===== src/rtl/stall_ctrl_pkg.sv =====
// Shared encodings for the pipeline stall controller: Stop/NoStop levels,
// stall vector width and patterns, and the multi-cycle FSM state encoding.
package stall_ctrl_pkg;

  localparam int unsigned STALL_W = 6;

  localparam logic STOP    = 1'b1;
  localparam logic NO_STOP = 1'b0;

  // Bit order: 0=PC, 1=IF, 2=ID, 3=EX, 4=MEM, 5=WB
  localparam logic [STALL_W-1:0] STALL_NONE = {STALL_W{NO_STOP}};
  localparam logic [STALL_W-1:0] STALL_ID   = {NO_STOP, NO_STOP, NO_STOP, STOP, STOP, STOP};
  localparam logic [STALL_W-1:0] STALL_EX   = {NO_STOP, NO_STOP, STOP, STOP, STOP, STOP};

  typedef enum logic [1:0] {
    ST_IDLE = 2'd0,
    ST_BUSY = 2'd1,
    ST_DONE = 2'd2
  } mc_state_e;

endpackage


===== src/rtl/stall_ctrl_mc_stall_counter.sv =====
// Countdown FSM for EX multi-cycle ops: turns a start pulse plus cycle count
// into a level stall request, a busy flag and a one-cycle done pulse.
module mc_stall_counter
  import stall_ctrl_pkg::*;
#(
  parameter int unsigned CNT_W = 6
) (
  input  logic             i_clk,
  input  logic             i_rst_n,
  input  logic             i_start,
  input  logic [CNT_W-1:0] i_cycles,
  input  logic             i_cancel,
  output logic             o_ex_req,
  output logic             o_busy,
  output logic             o_done
);

  mc_state_e        r_state;
  mc_state_e        w_state_nxt;
  logic [CNT_W-1:0] r_cnt;
  logic [CNT_W-1:0] w_cnt_nxt;
  logic             w_req;

  always_ff @(posedge i_clk or negedge i_rst_n) begin
    if (!i_rst_n) begin
      r_state <= ST_IDLE;
      r_cnt   <= '0;
    end else begin
      r_state <= w_state_nxt;
      r_cnt   <= w_cnt_nxt;
    end
  end

  // cnt holds the stall cycles still owed after the current one
  always_comb begin
    w_state_nxt = r_state;
    w_cnt_nxt   = r_cnt;
    w_req       = 1'b0;
    if (i_cancel) begin
      w_state_nxt = ST_IDLE;
      w_cnt_nxt   = '0;
    end else begin
      case (r_state)
        ST_IDLE: begin
          if (i_start && (i_cycles != '0)) begin
            w_req = 1'b1;
            if (i_cycles == CNT_W'(1)) begin
              w_state_nxt = ST_DONE;
            end else begin
              w_cnt_nxt   = i_cycles - CNT_W'(1);
              w_state_nxt = ST_BUSY;
            end
          end
        end
        ST_BUSY: begin
          w_req = 1'b1;
          if (r_cnt == CNT_W'(1)) begin
            w_cnt_nxt   = '0;
            w_state_nxt = ST_DONE;
          end else begin
            w_cnt_nxt = r_cnt - CNT_W'(1);
          end
        end
        ST_DONE: begin
          w_cnt_nxt   = '0;
          w_state_nxt = ST_IDLE;
        end
        default: begin
          w_cnt_nxt   = '0;
          w_state_nxt = ST_IDLE;
        end
      endcase
    end
  end

  // Reset gates the start-path request so outputs drop without a clock edge
  assign o_ex_req = w_req & i_rst_n;
  assign o_busy   = (r_state == ST_BUSY);
  assign o_done   = (r_state == ST_DONE) & ~i_cancel;

endmodule


===== src/rtl/stall_ctrl.sv =====
// Pipeline hazard controller: merges ID load-use and EX multi-cycle stall
// requests into the stage stall vector. Optional perf counters: STALL_PERF_CNT_EN.
module stall_ctrl
  import stall_ctrl_pkg::*;
#(
  parameter int unsigned CNT_W  = 6
`ifdef STALL_PERF_CNT_EN
  ,
  parameter int unsigned PERF_W = 32
`endif
) (
  input  logic               clk,
  input  logic               rst,
  input  logic               stallreq_from_id,
  input  logic               ex_mc_start,
  input  logic [CNT_W-1:0]   ex_mc_cycles,
  input  logic               ex_mc_cancel,
  output logic [STALL_W-1:0] stall,
  output logic               ex_mc_busy,
  output logic               ex_mc_done
`ifdef STALL_PERF_CNT_EN
  ,
  input  logic               perf_clr,
  output logic [PERF_W-1:0]  perf_id_stalls,
  output logic [PERF_W-1:0]  perf_ex_stalls
`endif
);

  logic w_ex_req;

  mc_stall_counter #(
    .CNT_W (CNT_W)
  ) u_mc_cnt (
    .i_clk    (clk),
    .i_rst_n  (rst),
    .i_start  (ex_mc_start),
    .i_cycles (ex_mc_cycles),
    .i_cancel (ex_mc_cancel),
    .o_ex_req (w_ex_req),
    .o_busy   (ex_mc_busy),
    .o_done   (ex_mc_done)
  );

  // EX request masks the ID request
  always_comb begin
    stall = STALL_NONE;
    if (w_ex_req) begin
      stall = STALL_EX;
    end else if (rst && stallreq_from_id) begin
      stall = STALL_ID;
    end
  end

`ifdef STALL_PERF_CNT_EN
  logic [PERF_W-1:0] r_perf_id;
  logic [PERF_W-1:0] r_perf_ex;

  // Saturating counters; clear wins over increment
  always_ff @(posedge clk or negedge rst) begin
    if (!rst) begin
      r_perf_id <= '0;
      r_perf_ex <= '0;
    end else if (perf_clr) begin
      r_perf_id <= '0;
      r_perf_ex <= '0;
    end else begin
      if ((stall == STALL_ID) && (r_perf_id != '1)) begin
        r_perf_id <= r_perf_id + PERF_W'(1);
      end
      if (w_ex_req && (r_perf_ex != '1)) begin
        r_perf_ex <= r_perf_ex + PERF_W'(1);
      end
    end
  end

  assign perf_id_stalls = r_perf_id;
  assign perf_ex_stalls = r_perf_ex;
`endif

endmodule


===== config.mk =====
export PLATFORM = sky130hd
export DESIGN_NAME = stall_ctrl
export DESIGN_NICKNAME = d
export VERILOG_FILES = /design/src/rtl/stall_ctrl_pkg.sv /design/src/rtl/stall_ctrl_mc_stall_counter.sv /design/src/rtl/stall_ctrl.sv
export SDC_FILE = /design/constraint.sdc
export NUM_CORES = 1
export LEC_CHECK = 0
export ABC_AREA = 0
export BUFFER_PORTS_ARGS = -buffer_cell sky130_fd_sc_hd__buf_2
export CORE_MARGIN = 2
export CORE_UTILIZATION = 56
export CTS_CLUSTER_SIZE = 12
export DETAILED_ROUTE_END_ITERATION = 10
export GPL_TIMING_DRIVEN = 0
export MAX_ROUTING_LAYER = met4
export PLACE_DENSITY = 0.9
export REMOVE_ABC_BUFFERS = 1
export SETUP_SLACK_MARGIN = 0.02
export SLEW_MARGIN = 30
export SYNTH_ARGS = -nofsm -noshare
export SYNTH_HDL_FRONTEND = slang
export SYNTH_SLANG_ARGS = --single-unit

===== constraint.sdc =====
create_clock -name clk -period 2.5 [get_ports clk]
set_input_delay 0.5 -clock clk [delete_from_list [all_inputs] [get_ports clk]]
set_output_delay 0.5 -clock clk [all_outputs]
set_load 0.005 [all_outputs]

# == After elaboration in Yosys (flattened, before gate mapping) ==
# Index checks and enable logic that the tools add are counted.
# classes
bitwise_logic,3
muxes,15
n_reduce_logical,6
n_eq_ne,7
add_sub_neg,2
# op_table
cell,count
$mux 6,4
$eq 6x1->1 const B,2
$pmux 6 s2,1
$sub 6x1->6 const B,2
$mux 2,4
$ne 3x2->1 const B,2
$reduce_bool 6->1,1
$mux 4,1
$pmux 2 s2,1
$reduce_and 2->1,2
$mux 3,1
$ne 3x3->1 const B,1
$and 1x1->1,2
$eq 2x1->1 const B,1
$eq 2x2->1 const B,1
$logic_and 1x1->1,2
$logic_not 2->1,1
$mux 1,2
$pmux 1 s2,1
$not 1->1,1
# word_totals
in_bits,11
wordCells,35
out_inout_bits,8
register_bits,8

# == Depth between registers and ports, before layout ==
# Gate-level depths: netlist of run 1.
# depth
word_depth,7
ltp_mapped,6
ltp_nobuf,6

# == Modules after synthesis ==
# From an unflattened synthesis of run 1, not the netlist that was laid out.
# hier_totals
cells_unflattened,81
hier_area_um2,700.7
# by_module_without_submodules
module,cells_each,instances,area_per_inst_um2,seq_area_each_um2
mc_stall_counter,74,1,651.9,200.2
stall_ctrl,7,1,48.8,0.0

# == Worst setup path before layout of run 1 ==
# OpenSTA, ideal clock, no wires.
# synth_path
kind,input-to-reg
startpoint,in ex_mc_cycles[0]
endpoint,reg u_mc_cnt.r_cnt[3]
n_path_buf,0
setup_slack_ps,663
setup_ps,122
t_arrival_ps,1715
stages,6
t_required_ps,2378
path_cell_list,inv_1 > ha_1 > or2_1 > a31oi_2 > o21ai_0 > a32o_1
# synth_between
elab_chain_len,5
word_cells_on_any_way,11
classes_between,add/sub: 1; eq/ne: 3; mux: 4; reduce/logical: 3
# synth_lines
item,line_no,text
"start, declared",stall_ctrl.sv:16,"input logic [CNT_W-1:0] ex_mc_cycles,"
$sub 6x1->6,stall_ctrl_mc_stall_counter.sv:50,w_cnt_nxt = i_cycles - CNT_W'(1);
$mux 6,stall_ctrl_mc_stall_counter.sv:47,if (i_cycles == CNT_W'(1)) begin
$mux 6,stall_ctrl_mc_stall_counter.sv:45,if (i_start && (i_cycles != '0)) begin
$pmux 6 s2,stall_ctrl_mc_stall_counter.sv:43,case (r_state)
$mux 6,stall_ctrl_mc_stall_counter.sv:39,if (i_cancel) begin
"end signal, assigned",stall_ctrl_mc_stall_counter.sv:30,r_cnt <= w_cnt_nxt;
"end, declared",stall_ctrl_mc_stall_counter.sv:20,logic [CNT_W-1:0] r_cnt;
# Parallel ways exist; a longest one is shown, timed or not. The select of a mux whose other input is x is not followed.
# A chain may end at the register's enable or synchronous reset.

# == Worst setup path after layout of run 1 ==
# layout_path
startpoint,in ex_mc_cycles[4]
endpoint,out stall[1]
# layout_between
elab_chain_len,7
# layout_lines
item,line_no,text
$reduce_bool 6->1,stall_ctrl_mc_stall_counter.sv:45,
$logic_and 1x1->1,stall_ctrl_mc_stall_counter.sv:45,
$mux 1,stall_ctrl_mc_stall_counter.sv:45,
$pmux 1 s2,stall_ctrl_mc_stall_counter.sv:43,
$mux 1,stall_ctrl_mc_stall_counter.sv:39,
$and 1x1->1,stall_ctrl_mc_stall_counter.sv:77,assign o_ex_req = w_req & i_rst_n;
$mux 4,stall_ctrl.sv:47,if (w_ex_req) begin
"end, declared",stall_ctrl.sv:18,"output logic [STALL_W-1:0] stall,"
# No other way between the ends.

==> results of run 1 <==
synth_stat cells (all sizes together) (2+ instances only):
master / count
dfrtp: 8
xnor2: 3
buf: 6
nor3: 8
nand2: 5
o21ai: 4
nand3b: 2
nor4: 3
nor2b: 6
nand2b: 3
a21oi: 5
nor3b: 3
o211ai: 2
nand4: 2
nor2: 10
ha: 4
inv: 7
power groups by stage:
stage	sequential, mW	clock, mW	combinational, mW
2_1_floorplan	0.163	0	0.113
3_3_place_gp	0.168	0	0.151
3_5_place_dp	0.169	0	0.156
4_1_cts	0.167	0.107	0.156
5_1_grt	0.171	0.114	0.175
6_report	0.167	0.101	0.157
metrics by stage:
stage                     area [um2]  std cells
after detailed placement         876        125
after CTS                        898        128
final                            898        128
after global routing             898        128
after global placement           876        125
after floorplan                  777         94
registers in the layout, indices dropped and copies added, names as in the netlist:
| name | cells |
|---|---|
| u_mc_cnt.r_cnt | 6 |
| u_mc_cnt.r_state | 2 |
logic make-up after synthesis:
family / Yosys count / share of synthesized area [%]
fa+ha+maj: 4 / 6.11
xor+xnor: 3 / 3.21
simple gates: 46 / 33.4
flops: 8 / 24.4
mux: 1 / 1.37
other cells: 1 / 0.458
compound gates: 23 / 22.1
buf+inv: 14 / 8.86
final cells by class:
type	count	share of cell area, %
Clock buffer	3	2.51
Inverter	7	2.92
Multi-Input combinational cell	79	61.3
Sequential cell	8	22.3
Tap cell	15	2.09
Timing Repair Buffer	16	8.91
cell usage in the layout (no fill, tap or decap), types with 2 or more instances in the layout:
cell type  synthesis  routed
a21oi_1            5       5
buf_2              1      16
clkbuf_4           0       3
conb_1             1       2
dfrtp_1            8       8
ha_1               4       4
inv_1              7       7
nand2_1            5       5
nand2b_1           3       3
nand3b_1           2       2
nand4_1            2       2
nor2_1            10      10
nor2b_1            5       5
nor3_1             6       6
nor3_2             2       2
nor3b_1            3       3
nor4_1             2       2
o21ai_0            4       4
xnor2_1            3       3
worst reg2reg max path, delay by kind of cell, from the launching register on:
kind / cells / cell delay, ps
and+or+nand+nor: 1 / 200
AOI/OAI and AO/OA: 3 / 880
DFF: 1 / 620
worst max path at each step:
stage | start | end | slack, ps | cells after the start
3_3_place_gp | ex_mc_cycles[0] | u_mc_cnt.r_cnt[3] | 370 | 7
5_1_grt | ex_mc_cycles[4] | stall[1] | 340 | 6
2_1_floorplan | ex_mc_cycles[0] | u_mc_cnt.r_cnt[3] | 660 | 6
4_1_cts | ex_mc_cycles[4] | stall[1] | 430 | 6
6_report | ex_mc_cycles[4] | stall[1] | 430 | 6
3_5_place_dp | ex_mc_cycles[0] | u_mc_cnt.r_cnt[3] | 360 | 7
per-layer routing:
metal,global-route usage [%],part of all wire (%),wire [um]
met3,8.62,5.7,97
met2,32.6,48,822
met4,10.6,2.2,38
met5,-,0,0
met1,26.5,44,753
==> results_dict.tcl, run 1 <==
set metrics [dict create \
    skew_ps 7.18 \
    ys_ff_latch 8 \
    min_path_type "input port to async pin" \
    drc 0 \
    critical_path.most_common_cell "buf_2" \
    start_util_pct 61.4 \
    cts_sinks 8 \
    multi_input_comb_area_um2 551 \
    synth_edf_count 0 \
    critical_path.max_stage_delay_ps 410 \
    num_vias 773 \
    ant_nets 0 \
    synth_cell_types 41 \
    power_switching_uw 153 \
    critPathKind "input port to primary output" \
    fin_crit_sh_pct 82.8 \
    yosys.area.top_type "dfrtp_1" \
    fmax_ghz 0.483 \
    clk_root_buffer_cell "clkbuf_4" \
    cp-start-kind "input port" \
    peakVddDrop_mv 0.263 \
    ys_seq_area_share_pct 24.4 \
    io_pins 19 \
    tritoncts "yes" \
    dpl_worst_slack_ps 357 \
    drv_slew 0 \
    avgSynthCellArea_um2 8.20 \
    ctsHoldBuffers 0 \
    reg2reg_from "u_mc_cnt.r_state[0]" \
    worstPathRequired_ps 2000 \
    hold_viol 0 \
    row_count 13 \
    cts_buffer_depth 2 \
    critical_path.max_fanout 4 \
    clkPwrFrac_pct 23.8 \
    dieArea_um2 1790 \
    arrival_ps 1570 \
    cp_cell_sequence "buf_2, nor4_2, a21oi_1, nor3_1, nor2_1, buf_2" \
    grt_max_degree 16 \
    vias_per_cell 6.04 \
    drtIter0Drc 15 \
    tns_ps 0 \
    grt_pass1_wl_um 2870 \
    status "completed" \
    post-route-util_pct 67.4 \
    synthTopCellsByArea "dfrtp_1, ha_1, buf_4" \
    p_comb_share_pct 36.9 \
    drive_gt1_share_pct 25.7 \
    grt.total_usage_pct 22.2 \
    synth-main-ff-cell "dfrtp_1" \
    grt_pass1_vias 665 \
    yosysWarnings 0 \
    setup_violations 0 \
    intPower_uw 273 \
    cp_slowest_cell "nor4_2" \
    wire_per_inst_um 13.4 \
    die_y_um 42.3 \
    crit_buf_inv 2 \
    io_buffers 16 \
    gp_congestion 0.898 \
    maxCapViolCount 0 \
    post-cts-setup-buffer-count 0 \
    r2r_slack_ps 710 \
    cts_resized 0 \
    crit_family "simple AND/OR/NAND/NOR gates" \
    grt-ovfl-total 0 \
    antenna_found_initial 0 \
    layout.nets 130 \
    final-seq-area_um2 200 \
    r2r_cells 4 \
    antenna_cells 0 \
    seqPwrFrac_pct 39.3 \
    coreArea_um2 1330 \
    setup_ws_ps 430 \
    wirelength_um 1710 \
    regToRegEndpoint "u_mc_cnt.r_cnt[3]" \
    powerDensity_nw_per_um2 474 \
    clkTransAtPathRegs_ps 60 \
    hpwl_um 1330 \
    ctsHtreeMaxLevel 1 \
    syn_to_final_growth_pct 9.62 \
    end_kind "primary output" \
    clock_latency_ps 260 \
    syn_inst 100 \
    min_period_ps 2070 \
    rsz0062_at_grt "no" \
    cts_made_buffers 3 \
    synthArstFlopShare_pct 100 \
    fillers 110 \
    die_x_um 42.3 \
    p_sw_share_pct 36.0 \
    syn_area_um2 820 \
    p_leak_nw 0.407 \
    dr.pass1.iters 4 \
    fin_hold_ws_ps 84.2 \
    total_power_uw 426 \
    synth_top_area_share_pct 24.4 \
]
Note: power is estimated with default switching activity, not from simulation.
==> inputs of run 2 (changes only) <==
--- a/config.mk
+++ b/config.mk
@@ -8,12 +8,12 @@
 export ABC_AREA = 0
 export BUFFER_PORTS_ARGS = -buffer_cell sky130_fd_sc_hd__buf_2
 export CORE_MARGIN = 2
-export CORE_UTILIZATION = 56
+export CORE_UTILIZATION = 47
 export CTS_CLUSTER_SIZE = 12
 export DETAILED_ROUTE_END_ITERATION = 10
 export GPL_TIMING_DRIVEN = 0
 export MAX_ROUTING_LAYER = met4
-export PLACE_DENSITY = 0.9
+export PLACE_DENSITY = 0.81
 export REMOVE_ABC_BUFFERS = 1
 export SETUP_SLACK_MARGIN = 0.02
 export SLEW_MARGIN = 30
==> constraint.sdc (replaced) <==
create_clock -name clk -period 1.9 [get_ports clk]
set_input_delay 0.38 -clock clk [delete_from_list [all_inputs] [get_ports clk]]
set_output_delay 0.38 -clock clk [all_outputs]
set_load 0.005 [all_outputs]
==> results_dict.tcl, run 2 (same netlist as run 1, synthesis figures left out) <==
set metrics [dict create \
    status "completed" \
    wl_met3_um 96 \
    layout.nets 131 \
    min_path_type "input port to flop" \
    highest_layer "met4" \
    dr.pass1.iters 4 \
    rsz0062_at_grt "yes" \
    reg2reg_from "u_mc_cnt.r_state[0]" \
    cts_buffer_depth 2 \
    setup_violations 0 \
    powerDensity_nw_per_um2 618 \
    clk_root_buffer_cell "clkbuf_4" \
    fmax_ghz 0.555 \
    p_leak_nw 0.411 \
    drv_slew 0 \
    arrival_ps 1420 \
    peakVddDrop_mv 0.395 \
    gp_congestion 0.872 \
    grt_max_degree 16 \
    regToRegEndpoint "u_mc_cnt.r_cnt[3]" \
    io_pins 19 \
    post-route-util_pct 54.1 \
    r2r_slack_ps 110 \
    row_count 15 \
    clkTransAtPathRegs_ps 60 \
    drive_gt1_share_pct 26.3 \
    worstPathRequired_ps 1520 \
    layout_common_cells "buf_2, nor2_1, dfrtp_1" \
    fin_crit_sh_pct 94.8 \
    antenna_cells 0 \
    critPathKind "input port to primary output" \
    end_kind "primary output" \
    min_period_ps 1800 \
    wirelength_um 1830 \
    critical_path.max_fanout 4 \
    syn_to_final_growth_pct 11.6 \
    grt-ovfl-total 0 \
    clock_latency_ps 260 \
    tns_ps 0 \
    wire_per_inst_um 14.0 \
    grt_pass1_vias 670 \
    grt.total_usage_pct 20.6 \
    post-cts-setup-buffer-count 0 \
    vias_per_cell 5.86 \
    largest_reg_flops 6 \
    hold_viol 0 \
    dr_wl_met2_um 893 \
    dieArea_um2 2090 \
    top_register "u_mc_cnt.r_cnt" \
    met1Wirelength_um 783 \
    cts_sinks 8 \
    hold_depth 2 \
    whs_endpoint "u_mc_cnt.r_cnt[5]" \
    coreArea_um2 1690 \
    drc 0 \
    die_x_um 45.8 \
    start_util_pct 48.5 \
    cp-start-kind "input port" \
    largestRegisters "u_mc_cnt.r_cnt: 6 flops, u_mc_cnt.r_state: 2 flops" \
    drtIter0Drc 23 \
    final_common_cell "buf_2" \
    fillers 158 \
    hpwl_um 1410 \
    grt_pass1_wl_um 2930 \
    tritoncts "yes" \
    num_vias 768 \
    hp-start "ex_mc_cancel" \
    r2r_cells 4 \
    cts_made_buffers 3 \
    die_y_um 45.8 \
    total_power_uw 565 \
    skew_ps 5.13 \
    ant_nets 0 \
    ctsHtreeMaxLevel 1 \
    maxCapViolCount 0 \
    antenna_found_initial 0 \
    io_buffers 16 \
]
run 2: changes by cell type in the layout (fill, tap and decap cells not counted), sizes merged:
| cell | previous run | this run |
|---|---|---|
| dlygate4sd3 | 0 | 1 |
run 2: worst max-delay path by stage:
stage,startpoint,end,slack [ps]
floorplan,ex_mc_cycles[0],u_mc_cnt.r_cnt[3],180
detailed placement,ex_mc_cycles[0],u_mc_cnt.r_cnt[3],-120
finish,ex_mc_cycles[4],stall[1],100
CTS,ex_mc_cycles[4],stall[0],110
global placement,ex_mc_cycles[0],u_mc_cnt.r_cnt[3],-120
global route,u_mc_cnt.r_state[0],u_mc_cnt.r_cnt[3],-30
run 2: layout make-up:
class	count	area [um2]	share of cell area, %
timing repair buffer	17	90.1	9.85
inverter	7	26.3	2.87
clock buffer	3	22.5	2.46
tap	17	21.3	2.33
multi-input combinational	79	554	60.6
sequential	8	200	21.9
run 2: metal layers:
layer  GRT usage (%)  vias up
met4            9.14        0
met3            4.76        6
met2            33.0       25
li1                -      385
met5               -        -
met1            24.5      352
run 2: repair_timing:
item	in CTS	in global routing
hold endpoints to repair	8	0
hold buffers	1	0
setup endpoints to repair	0	4
resized for setup	0	1
run 2: worst max-delay path, cell delays in order:
cell and delay [ps]:
buf_2 130, nor4_2 430, a21oi_2 130, nor3_1 140, nor2_1 80, buf_2 130
run 2: metrics by stage:
step,hold slack (ps),std cells,area [um2],setup slack (ps)
3_5_place_dp,250,127,878,-115
4_1_cts,438,131,911,107
3_3_place_gp,246,127,878,-116
2_1_floorplan,84.4,94,777,183
6_report,440,131,915,99.6
5_1_grt,463,131,915,-26.8
run 2: power by group:
group / leakage, nW / internal (mW) / switching (mW) / total [mW]
Sequential: 0.105 / 0.189 / 0.0330 / 0.222
Combinational: 0.292 / 0.0994 / 0.113 / 0.212
Clock: 0.0138 / 0.0724 / 0.0589 / 0.131
